--- src/rtl/uart_rx.sv ---
// 8N1 UART receiver: 2-flop input synchroniser, mid-bit sampling FSM and a
// one-entry holding register with valid/ready handoff.
//
// state   | meaning
// --------+----------------------------------------------------------
// S_IDLE  | line idle, waiting for rx_s to fall
// S_START | timing to mid start bit, re-checking for a glitch
// S_DATA  | sampling 8 data bits, LSB first, one per bit period
// S_STOP  | sampling the stop bit, delivering or flagging the byte
// S_WAIT  | bad stop bit seen, holding until the line returns high
module uart_rx #(
   parameter int CLKS_PER_BIT = 16
) (
   input  logic       clk,
   input  logic       rst,
   input  logic       rx_in,
   output logic [7:0] rx_data,
   output logic       rx_valid,
   input  logic       rx_ready,
   output logic       rx_busy,
   output logic       frame_err,
   output logic       overrun
);

   localparam int CW = $clog2(CLKS_PER_BIT);
   localparam logic [CW-1:0] CNT_LAST = CW'(CLKS_PER_BIT - 1);
   localparam logic [CW-1:0] CNT_HALF = CW'(CLKS_PER_BIT / 2 - 1);

   typedef enum logic [2:0] {
      S_IDLE,
      S_START,
      S_DATA,
      S_STOP,
      S_WAIT
   } state_t;

   state_t        state_q;
   logic          sync1_q;
   logic          sync2_q;
   logic [CW-1:0] cnt_q;
   logic [2:0]    idx_q;
   logic [7:0]    shift_q;
   logic [7:0]    data_q;
   logic          valid_q;
   logic          busy_q;
   logic          ferr_q;
   logic          ovr_q;
   logic          rx_s;

   assign rx_s = sync2_q;

   always_ff @(posedge clk or negedge rst) begin
      if (!rst) begin
         state_q <= S_IDLE;
         sync1_q <= 1'b1;
         sync2_q <= 1'b1;
         cnt_q   <= '0;
         idx_q   <= '0;
         shift_q <= '0;
         data_q  <= '0;
         valid_q <= 1'b0;
         busy_q  <= 1'b0;
         ferr_q  <= 1'b0;
         ovr_q   <= 1'b0;
      end else begin
         sync1_q <= rx_in;
         sync2_q <= sync1_q;
         ferr_q  <= 1'b0;
         ovr_q   <= 1'b0;
         // Plain consumption; a delivery in S_STOP below overrides it.
         if (valid_q && rx_ready) begin
            valid_q <= 1'b0;
         end
         case (state_q)
            S_IDLE: begin
               if (!rx_s) begin
                  cnt_q   <= '0;
                  busy_q  <= 1'b1;
                  state_q <= S_START;
               end
            end
            S_START: begin
               if (cnt_q == CNT_HALF) begin
                  cnt_q <= '0;
                  if (!rx_s) begin
                     idx_q   <= '0;
                     state_q <= S_DATA;
                  end else begin
                     busy_q  <= 1'b0;
                     state_q <= S_IDLE;
                  end
               end else begin
                  cnt_q <= cnt_q + CW'(1);
               end
            end
            S_DATA: begin
               if (cnt_q == CNT_LAST) begin
                  cnt_q   <= '0;
                  shift_q <= {rx_s, shift_q[7:1]};
                  idx_q   <= idx_q + 3'd1;
                  if (idx_q == 3'd7) begin
                     state_q <= S_STOP;
                  end
               end else begin
                  cnt_q <= cnt_q + CW'(1);
               end
            end
            S_STOP: begin
               if (cnt_q == CNT_LAST) begin
                  cnt_q <= '0;
                  if (rx_s) begin
                     busy_q  <= 1'b0;
                     state_q <= S_IDLE;
                     if (!valid_q || rx_ready) begin
                        data_q  <= shift_q;
                        valid_q <= 1'b1;
                     end else begin
                        ovr_q <= 1'b1;
                     end
                  end else begin
                     ferr_q  <= 1'b1;
                     state_q <= S_WAIT;
                  end
               end else begin
                  cnt_q <= cnt_q + CW'(1);
               end
            end
            S_WAIT: begin
               // A held-low line (break) must not be decoded as new frames.
               if (rx_s) begin
                  busy_q  <= 1'b0;
                  state_q <= S_IDLE;
               end
            end
            default: begin
               busy_q  <= 1'b0;
               state_q <= S_IDLE;
            end
         endcase
      end
   end

   assign rx_data   = data_q;
   assign rx_valid  = valid_q;
   assign rx_busy   = busy_q;
   assign frame_err = ferr_q;
   assign overrun   = ovr_q;

endmodule

--- config.mk ---
export PLATFORM = sky130hd
export DESIGN_NAME = uart_rx
export DESIGN_NICKNAME = d
export VERILOG_FILES = /design/src/rtl/uart_rx.sv
export SDC_FILE = /design/constraint.sdc
export NUM_CORES = 1
export LEC_CHECK = 0
export CORE_UTILIZATION = 40
export DETAILED_ROUTE_END_ITERATION = 6
export PLACE_DENSITY = 0.58
export SETUP_SLACK_MARGIN = 0.4
export SLEW_MARGIN = 40
export SYNTH_ARGS = -nofsm -noshare
export SYNTH_HDL_FRONTEND = slang
export SYNTH_SLANG_ARGS = --single-unit
export TNS_END_PERCENT = 5
--- constraint.sdc ---
create_clock -name clk -period 1.6 [get_ports clk]
set_input_delay 0.16 -clock clk [delete_from_list [all_inputs] [get_ports clk]]
set_output_delay 0.16 -clock clk [all_outputs]
set_load 0.005 [all_outputs]
# Word-level counts from Yosys, hierarchy flattened
# Cells that the tools add are included.
dict set report totals {
  reg_bits 32
  wordCells 75
  input_bits 4
  out_inout_bits 12
}
dict set report op_classes {
  muxes 34
  bitwise_logic 1
  n_eq_ne 14
  add_sub_neg 2
  reduce_logical 13
}
# cell count
set op_table {}
lappend op_table {{$mux 3} 10}
lappend op_table {{$mux 1} 16}
lappend op_table {{$pmux 3 s5} 1}
lappend op_table {{$ne 2x2->1 const B} 7}
lappend op_table {{$mux 4} 3}
lappend op_table {{$pmux 4 s3} 1}
lappend op_table {{$reduce_and 4->1} 3}
lappend op_table {{$eq 3x2->1 const B} 2}
lappend op_table {{$eq 3x3->1 const B} 2}
lappend op_table {{$pmux 3 s2} 1}
lappend op_table {{$reduce_and 6->1} 1}
lappend op_table {{$pmux 1 s5} 1}
lappend op_table {{$add 4x1->4 const B} 1}
lappend op_table {{$eq 4x3->1 const B} 1}
lappend op_table {{$eq 4x4->1 const B} 1}
lappend op_table {{$reduce_and 2->1} 2}
lappend op_table {{$add 3x1->3 const B} 1}
lappend op_table {{$eq 3x1->1 const B} 1}
lappend op_table {{$logic_not 3->1} 1}
lappend op_table {{$reduce_bool 3->1} 1}
lappend op_table {{$mux 2} 1}
lappend op_table {{$reduce_bool 2->1} 1}
lappend op_table {{$reduce_or 2->1} 1}
lappend op_table {{$logic_and 1x1->1} 1}
lappend op_table {{other kinds (3)} 3}

# Longest topological paths before layout
# Gate-level depths: netlist of run 1.
dict set report depth {
  ltp_word 6
  mapped_depth 6
}

# Worst setup path before layout of run 1
# Ideal clock, no wire load.
dict set report synth_path {
  path_type {register to register}
  startpoint {register cnt_q[0]}
  endpoint {register data_q[0] (netlist: rx_data[0])}
  path_buffers 0
  synth_period_minus_slack_ps 1627
  path_stages_with_launch 6
  slack_ps -27
  setup_ps 125
  required_time_ps 1475
  arrival_ps 1502
  path_cell_list {dfrtp_1 > ha_1 > and3_1 > and3_2 > nand3_4 > mux2_2}
}
dict set report synth_via {
  elab_chain_cells 2
}
# item line_no
set synth_rtl {}
lappend synth_rtl {{start: declaration} 40} ;# logic [CW-1:0] cnt_q;
lappend synth_rtl {{start signal: assignment} 93} ;# cnt_q <= cnt_q + CW'(1);
lappend synth_rtl {{start signal: assignment} 105} ;# cnt_q <= cnt_q + CW'(1);
lappend synth_rtl {{start signal: assignment} 125} ;# cnt_q <= cnt_q + CW'(1);
lappend synth_rtl {{$eq 4x4->1} 109} ;# if (cnt_q == CNT_LAST) begin
lappend synth_rtl {{$reduce_and 4->1 (no line)} --}
lappend synth_rtl {{end signal: assignment} 115} ;# data_q <= shift_q;
lappend synth_rtl {{end: declaration} 43} ;# logic [7:0] data_q;
# No other way between the ends.
# A chain may end at the register's enable or synchronous reset.

# Worst setup path in the final report of run 1
dict set report layout_path {
  startpoint {register cnt_q[1]}
  endpoint {register data_q[1] (netlist: rx_data[1])}
}
# The elaborated chain is that of the path after synthesis.

==> run metrics, run 1 <==
DR top layer met4; IO buf count 15; Peak Freq around 0.65 GHz; clock sink count 32; clk_lat worst skew approximately 0.32 ns; I/O pin cnt 16; CTS max path bufs 2; post-synth net total around 120; worst endpoint required time between 1.5 and 2 ns; Final period util 96.15%; CP startpoint kind flop; share of cells above drive strength 1 between 30% and 40%; sequential cell area 805.8 µm²; Worst Path Max Fanout 8; GP Congestion between 0.8 and 0.9; Via density a little over 5; number of flops mapped to enable cells by yosys 0; Net Sw Frac between 30% and 40%; Rows 21; CP cell instances ha_4 -> and3_4 -> and3_4 -> nand3_4 -> mux2_2; worst slew pin tran between 0.3 and 0.4 ns; post-DR wirelength/cell around 13 µm; fin. max-slew vios 0; switching power of the nets 715.3 µW; CP max stage cell dfrtp_1; Iter 0 DRT Violations 23; DRT antenna net count 0; Most used DFF post-synth dfrtp_1; Async SR Flop Fraction between 90% and 100%; cell repeated most along the worst path and3_4; die height about 62 µm; # hold bufs at CTS 0; number of cells on the worst reg-to-reg path 5; clock-pin slew on the worst setup and hold paths roughly 0.11 ns; cell area after synthesis 0.001441 mm²; synthesized instance count around 120; vias in the first global route 924; RR Endpoint rx_data[1]; RSZ-0062 raised after global routing yes; setup TNS 0 ns; Num CTS Buffers 5; All-Layer GR Usage ~15%; largest net degree at the start of global routing 33; routed wire length about 2400 µm; via count 985; Initial Util roughly 43%; antenna fix cells 0; Fin. Hold Viols 0; Reg2Reg Setup Slack just over 0.06 ns; Power Dens Cells 1272 mW/mm²; Routed met2 length ~1200 µm; CTS tree done; Leak Pwr ~0.00085 µW; Slowest Stage Delay on Critical Path between 0.4 and 0.5 ns; Flop pwr share between 40% and 50%; final setup fails 0; Worst EP arrival between 1.5 and 2 ns; most common cell after layout, fill and taps aside dfrtp_1; first-pass GRT wire length between 3000 and 4000 µm; synth unique cells 34; Seq/Total Area, Yosys a little under three fifths; met3 routed wirelength 90 µm; drt drc 0; RR Startpoint cnt_q[1]; CTS root buffer clkbuf_4; clock skew between 0.01 and 0.015 ns; initial antenna violation count 0; Critical path origin cnt_q[1]; crit end category flop; CP Class reg2reg; core area around 0.0034 mm²; Multi-input gate area about 630 µm²; cell-internal power ~1600 µW; mean area per synthesized cell 12.43 µm²; Synth Register Bits 32; commonest cells after routing, fill and taps aside dfrtp_1 (28), clkdlybuf4s50_1 (15), buf_4 (14); DR pass1 iterations 4; Max IR drop VDD around 760 µV; Slew headroom 73.71%; crit path time final between 1.5 and 2 ns; Worst Hold Class in2async; total grt overflow 0; Placement Setup Slack around 0.051 ns; Final Net Count roughly 150; full die area roughly 0.0038 mm²; clock power share between 20% and 30%; Comb pwr share approximately 30%; final worst setup slack 0.06153 ns; filler cell count in the final layout 294; Syn. warnings 0; Met1 Wirelength 1100 µm; Final HPWL DP 1693 µm; max_cap viols 0; H-Tree Level Count 2; status finished, final reports clean; worst setup path end rx_data[1]; Chip Width around 62 µm; Layout area overhead 27.60%
==> metal layers <==
| layer | vias to the layer above | global-route usage [%] |
|---|---|---|
| met5 | - | 0 |
| met4 | 0 | 7.302 |
| met3 | 2 | 5.176 |
| met2 | 15 | 23.56 |
| met1 | 489 | 17.76 |
| li1 | 479 | - |
==> worst min-delay path by stage <==
| stage | endpoint | startpoint | depth (start not counted) | slack (ns) |
|---|---|---|---|---|
| after global placement | rx_s | sync1_q | 0 | 0.35 |
| after floorplan | cnt_q[0] | rst | 0 | -0.14 |
| final | shift_q[7] | rst | 2 | 0.22 |
| after global routing | sync1_q | rx_in | 1 | 0.22 |
| after CTS | shift_q[2] | rst | 2 | 0.22 |
| after detailed placement | rx_s | sync1_q | 0 | 0.35 |
==> state kept, by name, summed over array words and instances, names as in the netlist, 3 cells and up <==
| register | cells |
|---|---|
| cnt_q | 4 |
| state_q | 3 |
| rx_data | 8 |
| shift_q | 8 |
| idx_q | 3 |
==> power groups by stage <==
stage                     combinational [µW]  clock, µW  sequential [µW]
final                                    695        601             1040
after global routing                     775        659             1070
after CTS                                667        622             1040
after detailed placement                 641          0             1060
after global placement                   622          0             1050
after floorplan                          500          0              994
==> stage by stage <==
stage          instances  hold WS [ns]  instance area (µm²)  power, µW  util (%)
6_report             193        0.2199                 1839       2339     54.26
3_5_place_dp         182        0.3494                 1729       1699     51.02
5_1_grt              193        0.2187                 1839       2500     54.26
2_1_floorplan        116       -0.1356                 1498       1494         -
4_1_cts              192        0.2185                 1824       2328     53.82
3_3_place_gp         182        0.3486                 1729       1676     51.02
==> critical path, delay by kind of cell, from the launching register on <==
| kind | cells | cell delay (ns) |
|---|---|---|
| adders and majority gates | 1 | 0.19 |
| DFF | 1 | 0.43 |
| muxes | 1 | 0.35 |
| and+or+nand+nor | 3 | 0.46 |
==> cells in the mapped netlist (3+ instances only) <==
library cell	n	area [µm²]
buf_6	4	45.04
a21oi_1	4	20.02
nand2_1	11	41.29
dfrtp_1	30	750.7
o21ai_0	6	30.03
nor2b_1	3	18.77
nor2_1	7	26.28
mux2_2	16	180.2
ha_1	3	37.54
nand3_1	3	15.01
==> area by class of cell <==
type	count	area share, %
Clock buffer	5	2.041
Clock inverter	3	2.313
Inverter	2	0.4082
Multi-Input combinational cell	76	34.42
Sequential cell	32	43.81
Tap cell	46	3.129
Timing Repair Buffer	29	13.88
==> kinds of logic (layout without fill, tap and decap cells) <==
logic type	Yosys count	count (layout)	synth area share, %
AO/OA/AOI/OAI	19	19	8.769
XOR/XNOR	1	1	0.6077
adder cells (fa/ha/maj)	3	3	2.604
buffers and inverters	8	39	4.340
flip-flops	32	32	55.73
multiplexers	18	18	14.24
AND/OR/NAND/NOR	35	35	13.72
==> repair_timing <==
| action | 4_1_cts | 5_1_grt |
|---|---|---|
| setup buffers | 2 | 1 |
| pin swaps | 1 | 1 |
| endpoints found under the setup margin | 40 | 42 |
| resized for setup | 0 | 3 |
| gates cloned | 0 | 0 |
| endpoints found under the hold margin | 0 | 0 |
(Power assumes the default switching activity.)
==> run 2, diff against run 1 <==
- CORE_MARGIN: not set -> 3
- CTS_BUF_LIST: not set -> sky130_fd_sc_hd__clkbuf_4
==> run 2 against run 1 <==
  * Setup slack improved by 0.013 ns
  * Clock-buffer cell count is 1 higher
  * Cell count fell by 1.6%
  * Final area increased by 1.6%
  * Routed wire length increased by 15%
  * Power fell by 1.8%
  * Non-clock buffer count shrank 4
  * Via count is 1.3% lower
  * Hold slack better by 0.00078 ns
  * Global-route usage down 0.27 points
  * Sequential cell count unchanged
==> run metrics, run 2 (synthesis results as in run 1) <==
status finished, final reports clean; fin. max-slew vios 0 (unchanged); clock-pin slew on the worst setup and hold paths 0.10 ns (about the same); cell-internal power 1506 µW (-7.3%); Via density 5.116 (+0.24%); routed wire length 2807 µm (+15%); cell area after layout 0.001868 mm² (+1.6%); number of cells on the worst reg-to-reg path 5 (unchanged); Net Sw Frac 34.47% (+3.9 points); IO buf count 15 (unchanged); commonest cells after routing, fill and taps aside dfrtp_1 (28), clkdlybuf4s50_1 (15), nand2_1 (10); CTS tree done; CP Class reg2reg; CTS max path bufs 2 (unchanged); vias in the first global route 988 (+6.9%); Comb pwr share 34.3% (+4.6 points); Initial Util 42.20% (-0.33 points); Final Power 2297 µW (-1.8%); Max IR drop VDD 612.7 µV (-19%); CP max stage cell dfrtp_1; Reg2Reg Setup Slack 0.07 ns (about the same); Power Dens Cells 1230 mW/mm² (-3.3%); full die area 0.004360 mm² (+13%); final setup fails 0 (unchanged); crit path time final 1.526 ns (-0.01281 ns); Final Net Count 150 (-2.0%); clock sink count 32 (unchanged); Placement Setup Slack 0.05699 ns (+0.006490 ns); Final Util 54.69% (+0.42 points); clk_lat worst skew 0.32 ns (about the same); Slowest Stage Delay on Critical Path 0.43 ns (about the same); CP startpoint kind flop; worst slew pin tran 0.3917 ns (-0.002672 ns); crit end category flop; Buf/Inv on CP 0 (unchanged); Flop pwr share 46.2% (+1.6 points); clock power share 19.5% (-6.2 points); DR pass1 iterations 4 (unchanged); Top delay family on crit path simple AND/OR/NAND/NOR gates; Peak Freq 0.6555 GHz (+0.84%); via count 972 (-1.3%); switching power of the nets 791.8 µW (+11%); Rows 21 (unchanged); CP cell instances ha_4 -> and3_4 -> and3_4 -> nand3_4 -> mux2_2; initial antenna violation count 0 (unchanged); share of cells above drive strength 1 40.97% (+4.9 points); Fin. Hold Viols 0 (unchanged); Final period util 95.35% (-0.80 points); Slew headroom 73.89% (+0.18 points); Worst Hold Class in2async; most common cell after layout, fill and taps aside dfrtp_1; worst endpoint required time 1.81 ns (about the same); Num CTS Buffers 5 (unchanged); GP Congestion 0.7612 (-5.9%); Layout area overhead 29.60%; All-Layer GR Usage 14.52% (-0.27 points); H-Tree Level Count 2 (unchanged); clock skew 0.009326 ns (-0.003803 ns); Leak Pwr 0.0008405 µW (-1.2%); Worst EP arrival 1.74 ns (about the same); Post-DP Area 0.001714 mm² (-0.87%); CTS root buffer clkbuf_4; cell repeated most along the worst path and3_4; die height 66.03 µm (+6.4%); Chip Width 66.03 µm (+6.4%); Worst Path Max Fanout 8 (unchanged); drt drc 0 (unchanged); RSZ-0062 raised after global routing yes; DRT antenna net count 0 (unchanged); final worst setup slack 0.07434 ns (+0.01281 ns); Final HPWL DP 1844 µm (+9.0%); Iter 0 DRT Violations 22 (-4.3%); I/O pin cnt 16 (unchanged); first-pass GRT wire length 4733 µm (+19%); core area 0.003416 mm² (+0.78%); max_cap viols 0 (unchanged); # hold bufs at CTS 0 (unchanged); post-DR wirelength/cell 14.77 µm (+17%); largest net degree at the start of global routing 33 (unchanged); total grt overflow 0 (unchanged); antenna fix cells 0 (unchanged); WP depth 5 (unchanged)
[run 2: cell count changes in the layout (fill, tap and decap cells not counted), sizes merged]
cell,previous run,this run
and3,3,4
buf,14,10
bufinv,1,0
clkbuf,5,6
[run 2: final timing paths]
check	from	endpoint
worst max register to register	cnt_q[1]	rx_data[6]
min in group clk	rx_in	sync1_q
worst max-delay path	cnt_q[1]	rx_data[6]
max in group asynchronous	rst	rx_s
worst min-delay path	rst	rx_data[1]
worst min register to register	sync1_q	rx_s
[run 2: what timing repair did]
item	CTS	global route
endpoints found under the hold margin	0	0
setup endpoints to repair	37	41
setup buffers	1	0
resized for setup	0	23
cloned	1	0
pin swaps	1	8
[run 2: worst reg2reg max path: cells and delay by family (launching register included)]
kind	cells	cell delay (ns)
adder cells (fa/ha/maj)	1	0.19
flip-flops	1	0.43
AND/OR/NAND/NOR	3	0.45
multiplexers	1	0.35
[run 2: layout make-up]
type | instances | area (µm²)
Fill cell | 298 | 1548
Sequential cell | 32 | 805.8
Multi-Input combinational cell | 77 | 704.4
Timing Repair Buffer | 25 | 236.5
Tap cell | 46 | 57.56
Clock buffer | 6 | 45.04
Clock inverter | 2 | 11.26
Inverter | 2 | 7.507
[run 2: per-layer routing]
layer / routed length, µm / up-vias / GRT usage [%]
met2: 1425 / 18 / 22.90
met1: 1244 / 479 / 18.23
met5: 0 / - / 0
met3: 86 / 6 / 3.912
met4: 51 / 0 / 7.360
li1: - / 469 / -
[run 2: power groups by stage]
stage / Combinational, µW / Sequential, µW / Clock, µW
detailed placement: 608 / 1060 / 0
floorplan: 500 / 994 / 0
global route: 885 / 1080 / 503
global placement: 585 / 1050 / 0
finish: 788 / 1060 / 448
CTS: 644 / 1030 / 471
[run 2: metrics by stage]
step                hold WS [ns]  instances   TNS (ns)
finish                    0.2207        190          0
detailed placement        0.3495        180          0
CTS                       0.2234        190          0
global route              0.2322        190  -0.008013
floorplan                -0.1356        116          0
global placement          0.3466        180          0
